[src/rtl/afisaj_numarator.sv]
// afisaj_numarator: double-dabble binary-to-BCD converter driving a 2-digit multiplexed 7-segment display
// Optional leading-zero blanking of the tens digit: AFISAJ_BLANK_ZERO_EN
module afisaj_numarator #(
    parameter int W           = 5,
    parameter int REFRESH_DIV = 1024
) (
    input  logic         ck,
    input  logic         reset,
    input  logic [W-1:0] in,
    output logic [6:0]   seg,
    output logic [1:0]   an,
    output logic         busy
);
    localparam int CW = $clog2(W + 1);
    localparam int RW = $clog2(REFRESH_DIV);
    typedef enum logic [1:0] {IDLE, CONV, DONE} state_t;
    state_t state, state_nx;
    logic [W-1:0]  last, last_nx, shreg, shreg_nx;
    logic [7:0]    bcd, bcd_nx, adj;
    logic [CW-1:0] cnt, cnt_nx;
    logic [3:0]    units, units_nx, tens, tens_nx, digit;
    logic [RW-1:0] rc;
    logic          sel;
    function automatic logic [6:0] dec(input logic [3:0] d);
        case (d)
            4'd0:    dec = 7'b1000000;
            4'd1:    dec = 7'b1111001;
            4'd2:    dec = 7'b0100100;
            4'd3:    dec = 7'b0110000;
            4'd4:    dec = 7'b0011001;
            4'd5:    dec = 7'b0010010;
            4'd6:    dec = 7'b0000010;
            4'd7:    dec = 7'b1111000;
            4'd8:    dec = 7'b0000000;
            4'd9:    dec = 7'b0010000;
            default: dec = 7'b1111111;
        endcase
    endfunction
    always_ff @(posedge ck or negedge reset) begin
        if (!reset) begin
            state <= IDLE;
            last  <= '0;
            shreg <= '0;
            bcd   <= '0;
            cnt   <= '0;
            units <= '0;
            tens  <= '0;
        end else begin
            state <= state_nx;
            last  <= last_nx;
            shreg <= shreg_nx;
            bcd   <= bcd_nx;
            cnt   <= cnt_nx;
            units <= units_nx;
            tens  <= tens_nx;
        end
    end
    // add-3 correction is applied before each shift, so no final fix-up is needed
    assign adj = {bcd[7:4] >= 4'd5 ? bcd[7:4] + 4'd3 : bcd[7:4],
                  bcd[3:0] >= 4'd5 ? bcd[3:0] + 4'd3 : bcd[3:0]};
    always_comb begin
        state_nx = state;
        last_nx  = last;
        shreg_nx = shreg;
        bcd_nx   = bcd;
        cnt_nx   = cnt;
        units_nx = units;
        tens_nx  = tens;
        case (state)
            IDLE: if (in != last) begin
                last_nx  = in;
                shreg_nx = in;
                bcd_nx   = '0;
                cnt_nx   = '0;
                state_nx = CONV;
            end
            CONV: begin
                {bcd_nx, shreg_nx} = {adj, shreg} << 1;
                cnt_nx = cnt + CW'(1);
                if (cnt == CW'(W - 1)) state_nx = DONE;
            end
            DONE: begin
                units_nx = bcd[3:0];
                tens_nx  = bcd[7:4];
                state_nx = IDLE;
            end
            default: state_nx = IDLE;
        endcase
    end
    always_ff @(posedge ck or negedge reset) begin
        if (!reset) begin
            rc  <= '0;
            sel <= 1'b0;
        end else if (rc == RW'(REFRESH_DIV - 1)) begin
            rc  <= '0;
            sel <= ~sel;
        end else begin
            rc <= rc + RW'(1);
        end
    end
    assign busy  = state != IDLE;
    assign digit = sel ? tens : units;
    assign an    = sel ? 2'b01 : 2'b10;
`ifdef AFISAJ_BLANK_ZERO_EN
    assign seg = (sel && tens == 4'd0) ? 7'b1111111 : dec(digit);
`else
    assign seg = dec(digit);
`endif
endmodule

[config.mk]
export PLATFORM = sky130hd
export DESIGN_NAME = afisaj_numarator
export DESIGN_NICKNAME = d
export VERILOG_FILES = /design/src/rtl/afisaj_numarator.sv
export SDC_FILE = /design/constraint.sdc
export NUM_CORES = 1
export LEC_CHECK = 0
export CORE_MARGIN = 5
export CORE_UTILIZATION = 50
export DETAILED_ROUTE_END_ITERATION = 8
export PLACE_DENSITY = 0.69
export SYNTH_ARGS = -nofsm -noshare
export SYNTH_HDL_FRONTEND = slang
export SYNTH_SLANG_ARGS = --single-unit
[constraint.sdc]
create_clock -name ck -period 3.8 [get_ports ck]
set_input_delay 0.95 -clock ck [delete_from_list [all_inputs] [get_ports ck]]
set_output_delay 0.95 -clock ck [all_outputs]
set_load 0.005 [all_outputs]
==> results.md, run 1 <==
- Status: finished, final reports clean
- Worst-path clk slew: 0.09 ns
- Cell area after layout: approximately 2600 um2
- Yosys warnings: 0
- Cell count after synthesis: 210
- Power per cell area: 746 nW/um2
- R2r setup slk: 1.97 ns
- Mapped Area: approximately 2300 um2
- Post-synth top area cell: dfrtp_1
- Global Route Usage Sum: 13.7%
- First-pass GRT wire length: 6.82 mm
- Path type of the worst min-delay path: flip-flop to flip-flop
- Final slew viol count: 0
- Worst setup path start: sel
- Peak supply drop: 0.418 mV
- CP endpoint: seg[3]
- Inserted Clock Buffers: 5
- DP Area: 2460 um2
- H-tree depth: 2
- Area growth, synth to finish: 12.0%
- PostCTS Resize Cnt: 0
- Mapped Nets: approximately 230
- Fin Setup TNS: 0 ns
- Worst Tran Pin Value: 0.912 ns
- Post-synth top area share: 46.2%
- FF-to-FF Start: last[0]
- Bufs on Longest Clock Path: 2
- Root Buffer: clkbuf_8
- Peak Freq: 302 MHz
- Hold Vio Cnt, Final: 0
- GP Congestion: approximately 0.83
- Reg2Reg Depth: 4
- CTS tree: done
- Total congestion overflow: 0
- 1st-pass router iterations: 4
- Wirelength per Cell: 13.3 um
- Full die area: about 6000 um2
- Detailed-route DRC error count: 0
- Seq/Total Area, Yosys: between 40% and 50%
- CTS sink cnt: 42
- Row count: 24
- Hold Buf Count CTS: 0
- Chip height: 77.5 um
- Setup CP Type: flip-flop to output port
- Chip width: 77.5 um
- Initial antenna violation count: 0
- Worst slew margin: 39.2%
- Worst EP required: 2.85 ns
- Remaining antenna violation count after routing: 0
- Diode count: 0
- Setup Skew: about 0.013 ns
- Initial Utilization: 51.9%
- Via total after detailed routing: 1493
- Final setup viols: 0
- Drt via density: 5.35
- I/O Pins: 17
- Dpl hpwl: 2.72 mm
- Pleak: 1.15 nW
- Most frequent cells in the layout: 42 x dfrtp_1, 19 x nor2_1, 16 x mux2_2
- Yosys reg bits: between 40 and 50
- Ranking of synthesized cells by area: dfrtp_1 46%, mux2_2 7.9%, ha_1 6.6%
- Total area of sequential cells: 1050 um2
- Setup bufs post-CTS: 0
- Vias in the first global route: 1497
- Layout cells sized above 1: between 20% and 30%
- Fillers: ~390
- IO Port Bufs: 16
- Critical-path maximum fanout: 7
- Period minus WS final: 3.32 ns
- RSZ-0062 raised after global routing: false
- # Max-Cap Violations: 0
- Multi-input logic area: 1130 um2
- Core area: 4380 um2
- WL final: 3.72 mm
- Fin crit share: 87.3%
- CP arrival: between 2 and 2.5 ns
- Net count, final: 245
- Reg-to-Reg End: state[0]
- Most common cell after layout, fill and taps aside: dfrtp_1
- Crit end category: output port
- Syn avg cell area: 10.8 um2
- Worst-skew pair later-pin latency: about 0.3 ns
- Startpoint type of the worst setup path: flip-flop
- Final Total Pwr: 0.00190 W
- Synth cell types: 40
- Largest net degree at the start of global routing: 43
- 1st-iter DRT viols: 40
## worst max-delay path, stage by stage (launching register included)
cell	delay, ns
dfrtp_1	0.51
mux2_2	0.43
inv_1	0.13
ha_1	0.16
nor2_1	0.04
o21a_1	0.17
a21oi_1	0.11
clkdlybuf4s50_1	0.51
## Yosys cell counts, drive strengths merged
library cell  count
dfrtp            42
nor2             20
mux2             16
inv              14
nand2            14
a21oi            13
xnor2            13
ha               12
a22o             10
buf               6
mux2i             6
o21ai             5
a221o             4
nand2b            4
nand3             4
nand3b            3
xor2              3
and2              2
clkbuf            2
nand4             2
nor2b             2
o21a              2
a21o              1
and2b             1
and3              1
and4              1
nor3              1
nor3b             1
o211ai            1
o22a              1
o22ai             1
o31ai             1
or4               1
## layer usage
| layer | GRT usage [%] | share of wire [%] | vias up | wire [um] |
|---|---|---|---|---|
| met1 | 18.3 | 49 | 711 | 1820 |
| li1 | - | - | 756 | - |
| met4 | 3.61 | 0.59 | 0 | 22 |
| met5 | 0 | 0 | - | 0 |
| met3 | 3.59 | 3.9 | 2 | 145 |
| met2 | 22.1 | 47 | 24 | 1740 |
## cells by family (layout without fill, tap and decap cells)
logic type,count (synthesis),in the layout,synth area share [%]
simple gates,57,57,12.6
flops,42,42,46.2
compound gates,39,39,13.2
mux,22,22,10.5
buf+inv,22,39,4.40
xor+xnor,16,16,6.48
fa+ha+maj,12,12,6.59
## stage by stage
step                      cells  setup WS [ns]  hold slack, ns  utilization (%)
final                       279          0.484           0.471             58.2
after CTS                   279          0.468           0.476             58.2
after floorplan             210           1.37           0.439                -
after detailed placement    271          0.806           0.463             56.1
after global routing        279          0.328           0.502             58.2
after global placement      271          0.852           0.463             56.1
## layout make-up
type	count	area share [%]
Multi-Input combinational cell	146	44.1
Sequential cell	42	41.2
Timing Repair Buffer	17	6.38
Clock buffer	5	2.70
Tap cell	52	2.55
Inverter	14	2.06
Clock inverter	3	0.981
## power by group
part | total, W | leakage (nW) | internal [W] | switching, W
Combinational | 0.000882 | 0.578 | 0.000507 | 0.000375
Clock | 0.000294 | 0.0447 | 0.000133 | 0.000161
Sequential | 0.000727 | 0.531 | 0.000590 | 0.000137
Total | 0.00190 | 1.15 | 0.00123 | 0.000674
## how the worst min path moves through the flow
stage | end | startpoint | depth (start not counted) | slack, ns
after CTS | rc[9] | rc[9] | 1 | 0.48
after global placement | rc[8] | rc[8] | 1 | 0.46
after floorplan | rc[8] | rc[8] | 1 | 0.44
final | rc[9] | rc[9] | 1 | 0.47
after global routing | rc[8] | rc[8] | 1 | 0.50
after detailed placement | rc[9] | rc[9] | 1 | 0.46
## sequential cells by signal, summed over array words and instances, names as in the netlist
register and flops:
bcd 8, sel 1, rc 10, units 4, tens 4, state 2, shreg 5, last 5
cnt 3
Note: power is estimated with default switching activity, not from simulation.
==> inputs of run 2 (changes only) <==
MAX_ROUTING_LAYER = met4   (was not set)
clock period = 4.1 ns   (was 3.8 ns; I/O delays follow)
==> results.md, run 2 (synthesis results as in run 1) <==
- Startpoint type of the worst setup path: flip-flop
- Worst slew margin: 39.0% (-0.24 points)
- Crit end category: output port
- Via total after detailed routing: 1512 (+1.3%)
- Pleak: 1.17 nW (+1.6%)
- Most common cell after layout, fill and taps aside: dfrtp_1
- Fin crit share: 82.8%
- Critical-path maximum fanout: 7 (unchanged)
- Remaining antenna violation count after routing: 0 (unchanged)
- Wirelength per Cell: 13.9 um (+4.0%)
- Inserted Clock Buffers: 5 (unchanged)
- 1st-pass router iterations: 4 (unchanged)
- Total congestion overflow: 0 (unchanged)
- Root Buffer: clkbuf_8
- Layout cells sized above 1: 19.9% (-0.35 points)
- Core area: 4380 um2 (unchanged)
- Initial antenna violation count: 0 (unchanged)
- Vias in the first global route: 1501 (+0.27%)
- Fin cells: 278 (-0.36%)
- Setup Skew: 0.0107 ns (-0.00188 ns)
- Cell area after layout: 2590 um2 (+1.4%)
- GP Congestion: 0.847 (+1.7%)
- Most frequent cells in the layout: 42 x dfrtp_1, 19 x nor2_1, 16 x mux2_2
- Hold Vio Cnt, Final: 0 (unchanged)
- Final setup viols: 0 (unchanged)
- Power per cell area: 727 nW/um2 (-2.5%)
- Final slew viol count: 0 (unchanged)
- 1st-iter DRT viols: 81 (+100%)
- Row count: 24 (unchanged)
- Peak Freq: ~290 MHz
- IO Port Bufs: 16 (unchanged)
- Switching part of the total power: 33.3% (-2.1 points)
- Chip width: 77.5 um (unchanged)
- Max FFs per register: 10 (unchanged)
- Seq pwr share: 35.9% (-2.3 points)
- Global Route Usage Sum: 14.3% (+0.63 points)
- CP arrival: 2.37 ns (about the same)
- Final Total Pwr: 0.00188 W (-1.1%)
- Dpl hpwl: 2.77 mm (+2.0%)
- Placed insts: 270 (-0.37%)
- CTS sink cnt: 42 (unchanged)
- Full die area: 6000 um2 (unchanged)
- H-tree depth: 2 (unchanged)
- R2r setup slk: 2.30 ns (+0.33 ns)
- DP Area: 2450 um2 (-0.31%)
- Largest net degree at the start of global routing: 43 (unchanged)
- Net count, final: 244 (-0.41%)
- First-pass GRT wire length: 6.91 mm (+1.4%)
- RSZ-0062 raised after global routing: false
- Largest Register: rc
- Hold WS: 0.470 ns (-0.000691 ns)
- Detailed-route DRC error count: 0 (unchanged)
- Worst EP required: 3.07 ns (+0.22 ns)
- Period minus WS final: 3.40 ns
- Worst-path clk slew: 0.09 ns (about the same)
- I/O Pins: 17 (unchanged)
- Chip height: 77.5 um (unchanged)
- Setup bufs post-CTS: 0 (unchanged)
- Worst-skew pair later-pin latency: 0.29 ns (about the same)
- Biggest regs: rc (10), bcd (8)
- Drt via density: 5.44 (+1.6%)
- Int Pwr: 0.00125 W (+2.1%)
- Status: finished, final reports clean
- Worst Tran Pin Value: 0.916 ns (+0.00357 ns)
- Area growth, synth to finish: 13.6%
- Clock power frac: 20.6% (+5.1 points)
- PostCTS Resize Cnt: 0 (unchanged)
- # Max-Cap Violations: 0 (unchanged)
- WL final: 3.86 mm (+3.6%)
- Path type of the worst min-delay path: flip-flop to flip-flop
- Net Switching: 0.000628 W (-6.8%)
- CTS tree: done
- Initial Utilization: 51.9% (unchanged)
- Peak supply drop: 0.385 mV (-7.9%)
- Combinational share of power: 43.5% (-2.8 points)
- Bufs on Longest Clock Path: 2 (unchanged)
- Hold Buf Count CTS: 0 (unchanged)
- Fin Setup TNS: 0 ns (unchanged)
- Diode count: 0 (unchanged)
- Setup CP Type: flip-flop to output port
- Fillers: 364 (-6.9%)
-- run 2: cell count changes in the layout (fill, tap and decap cells not counted) --
cell        delta
clkinvlp_4     -1
buf_4          -1
bufinv_16      +2
inv_6          -1
-- run 2: worst paths after layout --
| path | cells past startpoint | to | startpoint |
|---|---|---|---|
| max | 7 | seg[3] | sel |
| min | 1 | rc[9] | rc[9] |
| max reg2reg | 4 | state[0] | last[0] |
| min reg2reg | 1 | rc[9] | rc[9] |
| max in group asynchronous | 1 | bcd[2] | reset |
| min in group asynchronous | 1 | rc[6] | reset |
-- run 2: per-stage QoR --
stage	util (%)	setup slack, ns
2_1_floorplan	-	1.60
3_3_place_gp	55.9	1.08
5_1_grt	59.0	0.558
4_1_cts	59.0	0.691
6_report	59.0	0.705
3_5_place_dp	55.9	1.04
-- run 2: area by class of cell --
type	count	area (um2)	area share, %
clock buffer	5	68.8	2.66
clock inverter	3	68.8	2.66
inverter	14	52.6	2.03
multi-input combinational	146	1130	43.5
sequential	42	1050	40.6
tap	52	65.1	2.51
timing repair buffer	16	155	6.00
-- run 2: routing by layer --
layer / wire [um] / up-vias / GRT usage, %
met4: 36 / 0 / 3.61
met2: 1810 / 27 / 22.5
met5: 0 / - / -
met1: 1860 / 728 / 18.6
li1: - / 753 / -
met3: 144 / 4 / 3.70
-- run 2: critical path: stages (launching register included) --
cell,delay [ns]
dfrtp_1,0.50
mux2_2,0.43
inv_1,0.13
ha_1,0.16
nor2_1,0.04
o21a_1,0.18
a21oi_1,0.11
clkdlybuf4s50_1,0.51
-- run 2: power groups by stage --
stage,Sequential (W),Combinational [W],Clock [W]
6_report,0.000675,0.000819,0.000388
5_1_grt,0.000698,0.000921,0.000415
4_1_cts,0.000677,0.000828,0.000400
3_5_place_dp,0.000683,0.000820,0
3_3_place_gp,0.000680,0.000808,0
2_1_floorplan,0.000627,0.000626,0
